`config.mk`:
```
export PLATFORM = sky130hd
export DESIGN_NAME = pc_fetch_flat
export DESIGN_NICKNAME = d
export VERILOG_FILES = /design/src/rtl/pc_fetch_if.sv /design/src/rtl/pc_fetch.sv /design/src/flat_wrapper.sv
export SDC_FILE = /design/constraint.sdc
export NUM_CORES = 1
export LEC_CHECK = 0
export BUFFER_PORTS_ARGS = -buffer_cell sky130_fd_sc_hd__buf_2
export CAP_MARGIN = 20
export CORE_MARGIN = 2
export CORE_UTILIZATION = 35
export DETAILED_ROUTE_END_ITERATION = 12
export PLACE_DENSITY = 0.73
export SYNTH_ARGS = -nofsm -noshare
export SYNTH_HDL_FRONTEND = slang
export SYNTH_SLANG_ARGS = --single-unit
```
`constraint.sdc`:
```
create_clock -name clk -period 5.9 [get_ports clk]
set_clock_uncertainty 0.2 [all_clocks]
set_input_delay 0.295 -clock clk [delete_from_list [all_inputs] [get_ports clk]]
set_output_delay 0.295 -clock clk [all_outputs]
set_load 0.01 [all_outputs]
```
`src/rtl/pc_fetch_if.sv`:
```
// pc_fetch_if: groups the redirect, instruction-memory and decode-side signals of pc_fetch.
// Ports: master = fetch unit (drives imem_req/imem_addr/if_*/misalign_err);
//        slave  = surrounding pipeline + memory (drives redirect_*, imem_gnt/rvalid/rdata, if_ready).
interface pc_fetch_if;
  logic        redirect_valid;
  logic [31:0] redirect_pc;
  logic        imem_req;
  logic [31:0] imem_addr;
  logic        imem_gnt;
  logic        imem_rvalid;
  logic [31:0] imem_rdata;
  logic        if_valid;
  logic [31:0] if_pc;
  logic [31:0] if_instr;
  logic        if_ready;
  logic        misalign_err;

  modport master (
    input  redirect_valid, redirect_pc, imem_gnt, imem_rvalid, imem_rdata, if_ready,
    output imem_req, imem_addr, if_valid, if_pc, if_instr, misalign_err
  );

  modport slave (
    output redirect_valid, redirect_pc, imem_gnt, imem_rvalid, imem_rdata, if_ready,
    input  imem_req, imem_addr, if_valid, if_pc, if_instr, misalign_err
  );
endinterface

```
`src/rtl/pc_fetch.sv`:
```
// pc_fetch: program counter + single-outstanding instruction fetch FSM (IDLE/REQ/WAIT/OUT).
// Latency: if_valid asserts 2 cycles after REQ is entered with an immediate grant and next-cycle rvalid.
// Backpressure: holds the fetched instruction in OUT until if_ready; no new request is issued meanwhile.
// Ports: clk, rst (sync, active-high); bus (pc_fetch_if.master) carries redirect, imem and decode signals.
module pc_fetch #(
  parameter logic [31:0] RESET_PC = 32'h0000_0000
) (
  input  logic          clk,
  input  logic          rst,
  pc_fetch_if.master    bus
);

  typedef enum logic [1:0] {S_IDLE, S_REQ, S_WAIT, S_OUT} state_t;

  state_t      state_q;
  logic [31:0] pc_q;
  logic        kill_q;       // response in flight belongs to a redirected-away request
  logic [31:0] if_pc_q;
  logic [31:0] if_instr_q;
  logic        misalign_q;
  logic        imem_req_q;   // registered copy of (state == S_REQ)
  logic        if_valid_q;   // registered copy of (state == S_OUT)

  logic [31:0] pc_inc_d;
  logic [31:0] redir_pc_d;

  assign pc_inc_d   = pc_q + 32'd4;  // wraps naturally modulo 2^32
  assign redir_pc_d = {bus.redirect_pc[31:2], 2'b00};

  always_ff @(posedge clk) begin
    if (rst) begin
      state_q    <= S_IDLE;
      pc_q       <= RESET_PC;
      kill_q     <= 1'b0;
      if_pc_q    <= 32'h0;
      if_instr_q <= 32'h0;
      misalign_q <= 1'b0;
      imem_req_q <= 1'b0;
      if_valid_q <= 1'b0;
    end else begin
      misalign_q <= bus.redirect_valid && (bus.redirect_pc[1:0] != 2'b00);

      if (bus.redirect_valid) begin
        // Redirect beats every memory/decode handshake; only the kill bookkeeping
        // depends on whether a request is still in flight.
        pc_q <= redir_pc_d;
        case (state_q)
          S_REQ: begin
            if (bus.imem_gnt) begin
              state_q    <= S_WAIT;
              kill_q     <= 1'b1;
              imem_req_q <= 1'b0;
            end else begin
              state_q    <= S_REQ;
              imem_req_q <= 1'b1;
            end
            if_valid_q <= 1'b0;
          end
          S_WAIT: begin
            if (bus.imem_rvalid) begin
              // Data arriving this cycle is dropped; nothing remains in flight.
              state_q    <= S_REQ;
              kill_q     <= 1'b0;
              imem_req_q <= 1'b1;
            end else begin
              state_q    <= S_WAIT;
              kill_q     <= 1'b1;
              imem_req_q <= 1'b0;
            end
            if_valid_q <= 1'b0;
          end
          default: begin  // S_IDLE, S_OUT
            state_q    <= S_REQ;
            imem_req_q <= 1'b1;
            if_valid_q <= 1'b0;
          end
        endcase
      end else begin
        case (state_q)
          S_IDLE: begin
            state_q    <= S_REQ;
            imem_req_q <= 1'b1;
            if_valid_q <= 1'b0;
          end
          S_REQ: begin
            if (bus.imem_gnt) begin
              state_q    <= S_WAIT;
              imem_req_q <= 1'b0;
            end else begin
              state_q    <= S_REQ;
              imem_req_q <= 1'b1;
            end
            if_valid_q <= 1'b0;
          end
          S_WAIT: begin
            if (bus.imem_rvalid) begin
              if (kill_q) begin
                // Stale response: drop it and refetch from the redirected pc.
                state_q    <= S_REQ;
                kill_q     <= 1'b0;
                imem_req_q <= 1'b1;
                if_valid_q <= 1'b0;
              end else begin
                state_q    <= S_OUT;
                if_instr_q <= bus.imem_rdata;
                if_pc_q    <= pc_q;
                pc_q       <= pc_inc_d;
                imem_req_q <= 1'b0;
                if_valid_q <= 1'b1;
              end
            end else begin
              state_q    <= S_WAIT;
              imem_req_q <= 1'b0;
              if_valid_q <= 1'b0;
            end
          end
          S_OUT: begin
            if (bus.if_ready) begin
              state_q    <= S_REQ;
              imem_req_q <= 1'b1;
              if_valid_q <= 1'b0;
            end else begin
              state_q    <= S_OUT;
              imem_req_q <= 1'b0;
              if_valid_q <= 1'b1;
            end
          end
          default: begin
            state_q    <= S_IDLE;
            imem_req_q <= 1'b0;
            if_valid_q <= 1'b0;
          end
        endcase
      end
    end
  end

  assign bus.imem_req     = imem_req_q;
  assign bus.imem_addr    = pc_q;
  assign bus.if_valid     = if_valid_q;
  assign bus.if_pc        = if_pc_q;
  assign bus.if_instr     = if_instr_q;
  assign bus.misalign_err = misalign_q;

endmodule

```
`src/flat_wrapper.sv`:
```
// flat-port wrapper written by rule: the top's interface ports become plain ports
module pc_fetch_flat 
#(
  parameter logic [31:0] RESET_PC = 32'h0000_0000
)
  (clk, rst, bus_redirect_valid, bus_redirect_pc, bus_imem_gnt, bus_imem_rvalid, bus_imem_rdata, bus_if_ready, bus_imem_req, bus_imem_addr, bus_if_valid, bus_if_pc, bus_if_instr, bus_misalign_err);
  pc_fetch_if bus_i ();
  input  logic clk;
  input  logic rst;
  input wire logic [$bits(bus_i.redirect_valid)-1:0] bus_redirect_valid;
  input wire logic [$bits(bus_i.redirect_pc)-1:0] bus_redirect_pc;
  input wire logic [$bits(bus_i.imem_gnt)-1:0] bus_imem_gnt;
  input wire logic [$bits(bus_i.imem_rvalid)-1:0] bus_imem_rvalid;
  input wire logic [$bits(bus_i.imem_rdata)-1:0] bus_imem_rdata;
  input wire logic [$bits(bus_i.if_ready)-1:0] bus_if_ready;
  output wire logic [$bits(bus_i.imem_req)-1:0] bus_imem_req;
  output wire logic [$bits(bus_i.imem_addr)-1:0] bus_imem_addr;
  output wire logic [$bits(bus_i.if_valid)-1:0] bus_if_valid;
  output wire logic [$bits(bus_i.if_pc)-1:0] bus_if_pc;
  output wire logic [$bits(bus_i.if_instr)-1:0] bus_if_instr;
  output wire logic [$bits(bus_i.misalign_err)-1:0] bus_misalign_err;
  assign bus_i.redirect_valid = bus_redirect_valid;
  assign bus_i.redirect_pc = bus_redirect_pc;
  assign bus_i.imem_gnt = bus_imem_gnt;
  assign bus_i.imem_rvalid = bus_imem_rvalid;
  assign bus_i.imem_rdata = bus_imem_rdata;
  assign bus_i.if_ready = bus_if_ready;
  assign bus_imem_req = bus_i.imem_req;
  assign bus_imem_addr = bus_i.imem_addr;
  assign bus_if_valid = bus_i.if_valid;
  assign bus_if_pc = bus_i.if_pc;
  assign bus_if_instr = bus_i.if_instr;
  assign bus_misalign_err = bus_i.misalign_err;
  pc_fetch #(.RESET_PC(RESET_PC)) u_core (.clk(clk), .rst(rst), .bus(bus_i));
endmodule
```
==> impl_metrics.toml, run 1 <==
[floorplan]
die_w_um = 115
coreArea_um2 = 12100
die_y_um = 115
dieArea_um2 = 13300
row_count = 40
start_util_pct = 36.0
ios = 169

[job]
drv_cap = 0

[grt]
grt_pass1_wl_um = 19600
grt_max_degree = 64
grt_pass1_vias = 3889
gr-total-overflow = 0
antenna_found_initial = 0
grt_use_total_pct = 18.7

[routing]
vias_per_cell = 5.04
num_vias = 4523
drt_iter0_drc = 338
first_pass_iters = 5
wl_per_cell_um = 14.4
drc = 0
finalWirelength_um = 13000
detail-route-antenna-nets = 0

[finish]
num-nets-final = 802
drive_above_1_share_pct = 26.4
diodes = 0
areaGrowthSynthToFinish_pct = 36.1
final_area_um2 = 5910

[sta]
setup_violations = 0
period_share_pct = 44.2
fmax_mhz = 384
finalMaxSlewViolations = 0
setup_slack_ps = 3290
hold_viol = 0
tightest_slew_ps = 963
setup_tns_ps = 0
period_minus_slack_ps = 2610
rsz0062_at_grt = "false"
whs_ps = 9.83
slew_headroom_pct = 35.4

[clock_tree]
insertion_delay_ps = 340
cts_resized = 0
clockRootBuffer = "clkbuf_16"
clk_path_buf_depth = 2
htreeDepth = 3
ctsHoldBuffers = 36
cts_tree = "done"
cts.sinks = 98
cts_setup_buffers = 0
clk_pin_slew_ps = 70
cts_made_buffers = 9

[worst_setup_path]
cp-end-kind = "flip-flop"
crit_required_ps = 5950
startpoint = "u_core.state_q[0]"
criticalPathCategory = "flip-flop to flip-flop"
path_max_fanout = 16
timing.reg2reg.setup_slack_ps = 3290
start_kind = "flip-flop"
r2r-start = "u_core.state_q[0]"
critPathArrivalTime_ps = 2660

[power]
p_leak_nw = 2.41
powerDensity_nw_per_um2 = 244
power_mw = 1.45
vdd_drop_max_uv = 124

[place]
pre_cts_slack_ps = 3310
dp_hpwl_um = 8430
placed_area_um2 = 5250
io_buffer_count = 164
gp_congestion = 0.830

[logic_synthesis]
syn-cell-area_um2 = 4340
syn-instance-count = 550
synth_cell_types = 50
synth-seq-cells = 98
synthTopCellsByArea = "dfxtp_1 (45%), nand2_1 (12%), a21oi_1 (7.7%), clkbuf_1 (3.2%), a311oi_1 (2.6%)"
synth_top_cells_by_count = "nand2_1 (142), dfxtp_1 (98), a21oi_1 (67), clkbuf_1 (37), nor2_1 (26)"
yosysMostFrequentCell = "nand2_1"
ys.warnings.count = 0
synth_edf_count = 0
yosys.area.top_type = "dfxtp_1"
async_flop_share_pct = 0
synth_top_area_share_pct = 45.2
syn_area_per_cell_um2 = 7.90
synth_seq_area_share_pct = 45.2
synthFlopType = "dfxtp_1"

[status]
status = "finished clean"

[hold_path]
hold_path.startpoint = "bus_imem_rdata[10]"
hp-class = "primary input to flip-flop"
[per-stage QoR]
step                      utilization (%)  cells
after global routing                 49.0    898
after CTS                            48.9    897
after global placement               43.5    846
after floorplan                         -    553
final                                49.0    898
after detailed placement             43.5    846
[critical path: stages, from the launching register on]
cell	delay [ps]
dfxtp_1	330
inv_1	100
ha_1	290
nand3b_4	210
or4_4	630
or4_1	490
a311oi_1	250
[cells in the final DEF (no fill, tap or decap), types with 11 or more instances in the layout]
master,count
a211oi_1,12
a21oi_1,67
a311oi_1,13
buf_2,163
dfxtp_1,98
dlygate4sd3_1,37
inv_1,14
nand2_1,142
nand3_1,15
nor2_1,26
or4_1,11
[routing by layer]
metal	global-route usage, %	wire [µm]
met1	25.0	5910
met2	29.6	6040
met3	4.86	799
met4	6.10	203
met5	0	0
[registers in the layout, summed over array words and instances (netlist names)]
name,count
u_core.bus.if_instr,32
u_core.bus.if_pc,30
u_core.bus.if_valid,1
u_core.bus.imem_addr,30
u_core.bus.imem_req,1
u_core.bus.misalign_err,1
u_core.kill_q,1
u_core.state_q,2
[final timing paths]
kind,to,cells after the start
setup / recovery,u_core.bus.imem_addr[23],6
hold / removal,u_core.bus.if_instr[10],3
setup reg to reg,u_core.bus.imem_addr[23],6
hold reg to reg,u_core.bus.if_instr[1],2
[area by class of cell]
type,instances,area (µm²)
Tap cell,168,210
Fill cell,1193,6150
Timing Repair Buffer,207,1240
Multi-Input combinational cell,396,2150
Clock inverter,4,52.6
Inverter,14,52.6
Clock buffer,11,243
Sequential cell,98,1960
[cells by family after synthesis]
kind of cell / after synthesis / share of synthesized area, %
other: 1 / 0.0863
AND/OR/NAND/NOR: 248 / 26.8
AO/OA/AOI/OAI: 130 / 19.0
adder cells (fa/ha/maj): 6 / 1.73
buffers and inverters: 59 / 5.67
flip-flops: 98 / 45.2
XOR/XNOR: 8 / 1.61
[report_power, final]
part           total, mW  switching (mW)  internal, mW
Sequential         0.710          0.0297         0.680
Combinational      0.143          0.0729        0.0702
Clock              0.592           0.254         0.338
Total               1.45           0.357          1.09
No activity file was read; power rests on OpenSTA's default activity.
==> inputs of run 2 (changes only) <==
--- a/config.mk
+++ b/config.mk
@@ -10,7 +10,7 @@
 export CORE_MARGIN = 2
 export CORE_UTILIZATION = 35
 export DETAILED_ROUTE_END_ITERATION = 12
-export PLACE_DENSITY = 0.73
+export PLACE_DENSITY = 0.75
 export SYNTH_ARGS = -nofsm -noshare
 export SYNTH_HDL_FRONTEND = slang
 export SYNTH_SLANG_ARGS = --single-unit
==> constraint.sdc (replaced) <==
create_clock -name clk -period 2.1 [get_ports clk]
set_clock_uncertainty 0.2 [all_clocks]
set_input_delay 0.105 -clock clk [delete_from_list [all_inputs] [get_ports clk]]
set_output_delay 0.105 -clock clk [all_outputs]
set_load 0.01 [all_outputs]
==> impl_metrics.toml, run 2 (synthesized netlist as in run 1, its figures left out) <==
[place]
gp_congestion = 0.878
pre_cts_slack_ps = -130
io_buffer_count = 164
dp_hpwl_um = 9130
dp_cells = 895

[floorplan]
ios = 169
dieArea_um2 = 13300
die_y_um = 115
row_count = 40
coreArea_um2 = 12100
die_w_um = 115
start_util_pct = 36.0

[worst_setup_path]
worst-r2r-cell-count = 6
cp-end-kind = "flip-flop"
r2r-start = "u_core.state_q[0]"
startpoint = "u_core.state_q[0]"
criticalPathCategory = "flip-flop to flip-flop"
path_max_fanout = 7
start_kind = "flip-flop"
crit_end = "u_core.bus.imem_addr[15]"
critPathArrivalTime_ps = 2310
timing.reg2reg.setup_slack_ps = -150
crit_required_ps = 2150
rr_endpoint = "u_core.bus.imem_addr[15]"

[hold_path]
hp-class = "primary input to flip-flop"

[grt]
grt_use_total_pct = 20.7
grt_pass1_wl_um = 21800
grt_pass1_vias = 4552
gr-total-overflow = 0
grt_max_degree = 45
antenna_found_initial = 0

[sta]
period_minus_slack_ps = 2250
hold_viol = 0
setup_violations = 10
rsz0062_at_grt = "true"
period_share_pct = 107
fmax_mhz = 444
setup_slack_ps = -155
whs_ps = 69.4
finalMaxSlewViolations = 0

[clock_tree]
htreeDepth = 3
cts_tree = "done"
clk_path_buf_depth = 2
clockRootBuffer = "clkbuf_16"
insertion_delay_ps = 350
cts_made_buffers = 9
clk_pin_slew_ps = 70
cts.sinks = 98

[finish]
largest_register_ffs = 32
drive_above_1_share_pct = 31.6
diodes = 0
stdcell_count = 982
areaGrowthSynthToFinish_pct = 56.1
fin_util_pct = 56.2
mostFrequentLayoutCells = "buf_2 (163), nand2_1 (142), dfxtp_1 (94)"
layout_commonest_cell = "buf_2"
num-nets-final = 885
fillers = 1118

[routing]
wl_per_cell_um = 14.4
finalWirelength_um = 14100
num_vias = 4957
drt_iter0_drc = 344
detail-route-antenna-nets = 0
first_pass_iters = 5
vias_per_cell = 5.05
drc = 0

[power]
powerDensity_nw_per_um2 = 659
p_leak_nw = 2.86
vdd_drop_max_uv = 326

[status]
status = "complete, but fails checks"
violations = "negative setup slack"

[job]
drv_cap = 0
-- run 2: metrics by stage --
step	cell area (µm²)	total power, mW	setup TNS [ps]
finish	6780	4.47	-883
global route	6780	4.63	-2020
CTS	6730	4.49	-895
detailed placement	5670	2.45	-756
global placement	5670	2.44	-413
floorplan	4370	2.22	-625
-- run 2: timing repair --
action	in CTS	in global routing
setup endpoints to repair	10	59
hold buffers	67	0
pin swaps	6	5
gates resized for setup	2	9
endpoints found under the hold margin	77	0
buffers inserted	3	1
-- run 2: worst min path at each step --
| stage | from | to | cells after the start | slack [ps] |
|---|---|---|---|---|
| global route | bus_redirect_pc[31] | u_core.bus.imem_addr[31] | 5 | 90 |
| finish | bus_redirect_pc[31] | u_core.bus.imem_addr[31] | 5 | 70 |
| CTS | bus_redirect_pc[31] | u_core.bus.imem_addr[31] | 5 | 60 |
| floorplan | bus_redirect_pc[0] | u_core.bus.misalign_err | 1 | 20 |
| detailed placement | bus_redirect_pc[0] | u_core.bus.misalign_err | 2 | 120 |
| global placement | bus_redirect_pc[0] | u_core.bus.misalign_err | 2 | 100 |
-- run 2: critical path, cell delays in order, from the launching register on --
cell and delay (ps):
dfxtp_2 320, inv_2 70, ha_4 150, nand3b_4 90, or4_4 580, or4_4 510
a311oi_1 240
-- run 2: final cells by class --
class	count	area [µm²]	area share, %
Timing Repair Buffer	290	1990	29.4
Clock inverter	4	97.6	1.44
Inverter	14	52.6	0.775
Multi-Input combinational cell	396	2200	32.5
Clock buffer	12	256	3.78
Sequential cell	98	1970	29.0
Tap cell	168	210	3.10
-- run 2: where the power goes --
part	switching, mW	internal [mW]	leakage [nW]
clock network	0.719	1.23	0.169
registers	0.0450	1.91	0.799
logic	0.274	0.289	1.89
total	1.04	3.43	2.86
-- run 2: per-layer routing --
metal  global-route usage, %  share of wire [%]  up-vias
met5                       0                  0        -
met4                    9.64                2.8        0
met3                    4.86                6.4       40
met2                    33.8                 48      186
met1                    25.9                 43     2295
li1                        -                  -     2436
==> inputs of run 3 (changes only) <==
==> constraint.sdc (replaced) <==
create_clock -name clk -period 2.1 [get_ports clk]
set_clock_uncertainty 0.2 [all_clocks]
set_input_delay 0.315 -clock clk [delete_from_list [all_inputs] [get_ports clk]]
set_output_delay 0.315 -clock clk [all_outputs]
set_load 0.01 [all_outputs]
==> impl_metrics.toml, run 3 (synthesized netlist as in run 1, its figures left out) <==
[status]
status = "complete, but fails checks"
violations = "negative setup slack"

[floorplan]
row_count = 40
die_y_um = 115
start_util_pct = 36.0
die_w_um = 115
dieArea_um2 = 13300
coreArea_um2 = 12100
ios = 169

[worst_setup_path]
critical_path_buf_inv_count = 1
path_delay_family = "simple AND/OR/NAND/NOR gates"
crit_required_ps = 2170
path_max_fanout = 7
critPathMostFrequentCell = "or4_4"
timing.reg2reg.setup_slack_ps = -160
crit_slowest_cell = "or4_4"
cpPeakStageDelay_ps = 600
start_kind = "flip-flop"
cp-end-kind = "flip-flop"
criticalPathCategory = "flip-flop to flip-flop"
critical_path.cell_chain = "inv_2, ha_4, nand3b_4, or4_4, or4_4, a311oi_2"
critPathArrivalTime_ps = 2330

[routing]
first_pass_iters = 4
finalWirelength_um = 13400
drc = 0
drt_iter0_drc = 224
num_vias = 4717
detail-route-antenna-nets = 0
vias_per_cell = 4.96
wl_per_cell_um = 14.1

[finish]
largest_register_ffs = 32
fin_util_pct = 53.8
drive_above_1_share_pct = 35.9
final_area_um2 = 6490
multiInputGateArea_um2 = 2300
regArea_um2 = 1970
areaGrowthSynthToFinish_pct = 49.3
fillers = 1114
diodes = 0
num-nets-final = 854
mostFrequentLayoutCells = "buf_2 (163), nand2_1 (142), dfxtp_1 (94)"
layout_commonest_cell = "buf_2"
stdcell_count = 951

[sta]
period_minus_slack_ps = 2260
fmax_mhz = 443
period_share_pct = 108
whs_ps = 10.6
rsz0062_at_grt = "true"
hold_viol = 0
finalMaxSlewViolations = 0
setup_slack_ps = -160
setup_violations = 8

[place]
io_buffer_count = 164
dp_cells = 901
dp_hpwl_um = 9330
placed_area_um2 = 5710
gp_congestion = 0.879

[grt]
grt_use_total_pct = 19.7
grt_pass1_wl_um = 20900
antenna_found_initial = 0
grt_pass1_vias = 4334
grt_max_degree = 39
gr-total-overflow = 0

[clock_tree]
insertion_delay_ps = 350
cts_made_buffers = 9
cts.sinks = 98
clockRootBuffer = "clkbuf_16"
htreeDepth = 3
cts_tree = "done"
clk_path_buf_depth = 2
clk_pin_slew_ps = 70

[power]
p_leak_nw = 2.76
vdd_drop_max_uv = 346
powerDensity_nw_per_um2 = 648

[job]
drv_cap = 0

[hold_path]
hp-class = "primary input to flip-flop"
[run 3: final timing paths]
path                         endpoint           startpoint  cells after the start
max          u_core.bus.imem_addr[21]    u_core.state_q[0]                      6
min            u_core.bus.if_instr[9]    bus_imem_rdata[9]                      3
max reg2reg  u_core.bus.imem_addr[21]    u_core.state_q[0]                      6
min reg2reg       u_core.bus.if_pc[2]  u_core.bus.if_pc[2]                      2
[run 3: what timing repair did]
action	CTS	global route
hold endpoints to repair	27	0
hold buffers	28	0
buffers inserted	3	3
pin swaps	10	11
gates resized for setup	4	21
endpoints found under the setup margin	12	13
[run 3: metal layers]
metal  global-route usage (%)  vias to the layer above  share of wire [%]
met5                        0                        -                  0
met2                     30.6                      139                 47
met3                     4.65                       26                6.5
met1                     25.6                     2167                 44
li1                         -                     2385                  -
met4                     9.80                        0                2.5
[run 3: area by class of cell]
cell class	instances	share of cell area, %
inverter	14	0.810
clock inverter	5	0.945
timing repair buffer	259	25.4
tap	168	3.24
multi-input combinational	396	35.4
clock buffer	11	3.90
sequential	98	30.3
[run 3: per-stage QoR]
step | setup slack (ps) | total power, mW | setup TNS, ps
after floorplan | -187 | 2.22 | -625
after global placement | -89.0 | 2.45 | -446
after detailed placement | -125 | 2.45 | -859
after CTS | -164 | 4.22 | -949
after global routing | -210 | 4.37 | -1450
final | -160 | 4.20 | -728
[run 3: power by group]
part	internal, mW	switching, mW
Clock	0.995	0.737
Sequential	1.91	0.0427
Combinational	0.249	0.268
[run 3: worst register-to-register path, stage by stage (launching register included)]
cell and delay, ps:
dfxtp_2 320, inv_2 60, ha_4 140, nand3b_4 90, or4_4 600, or4_4 510
a311oi_2 260
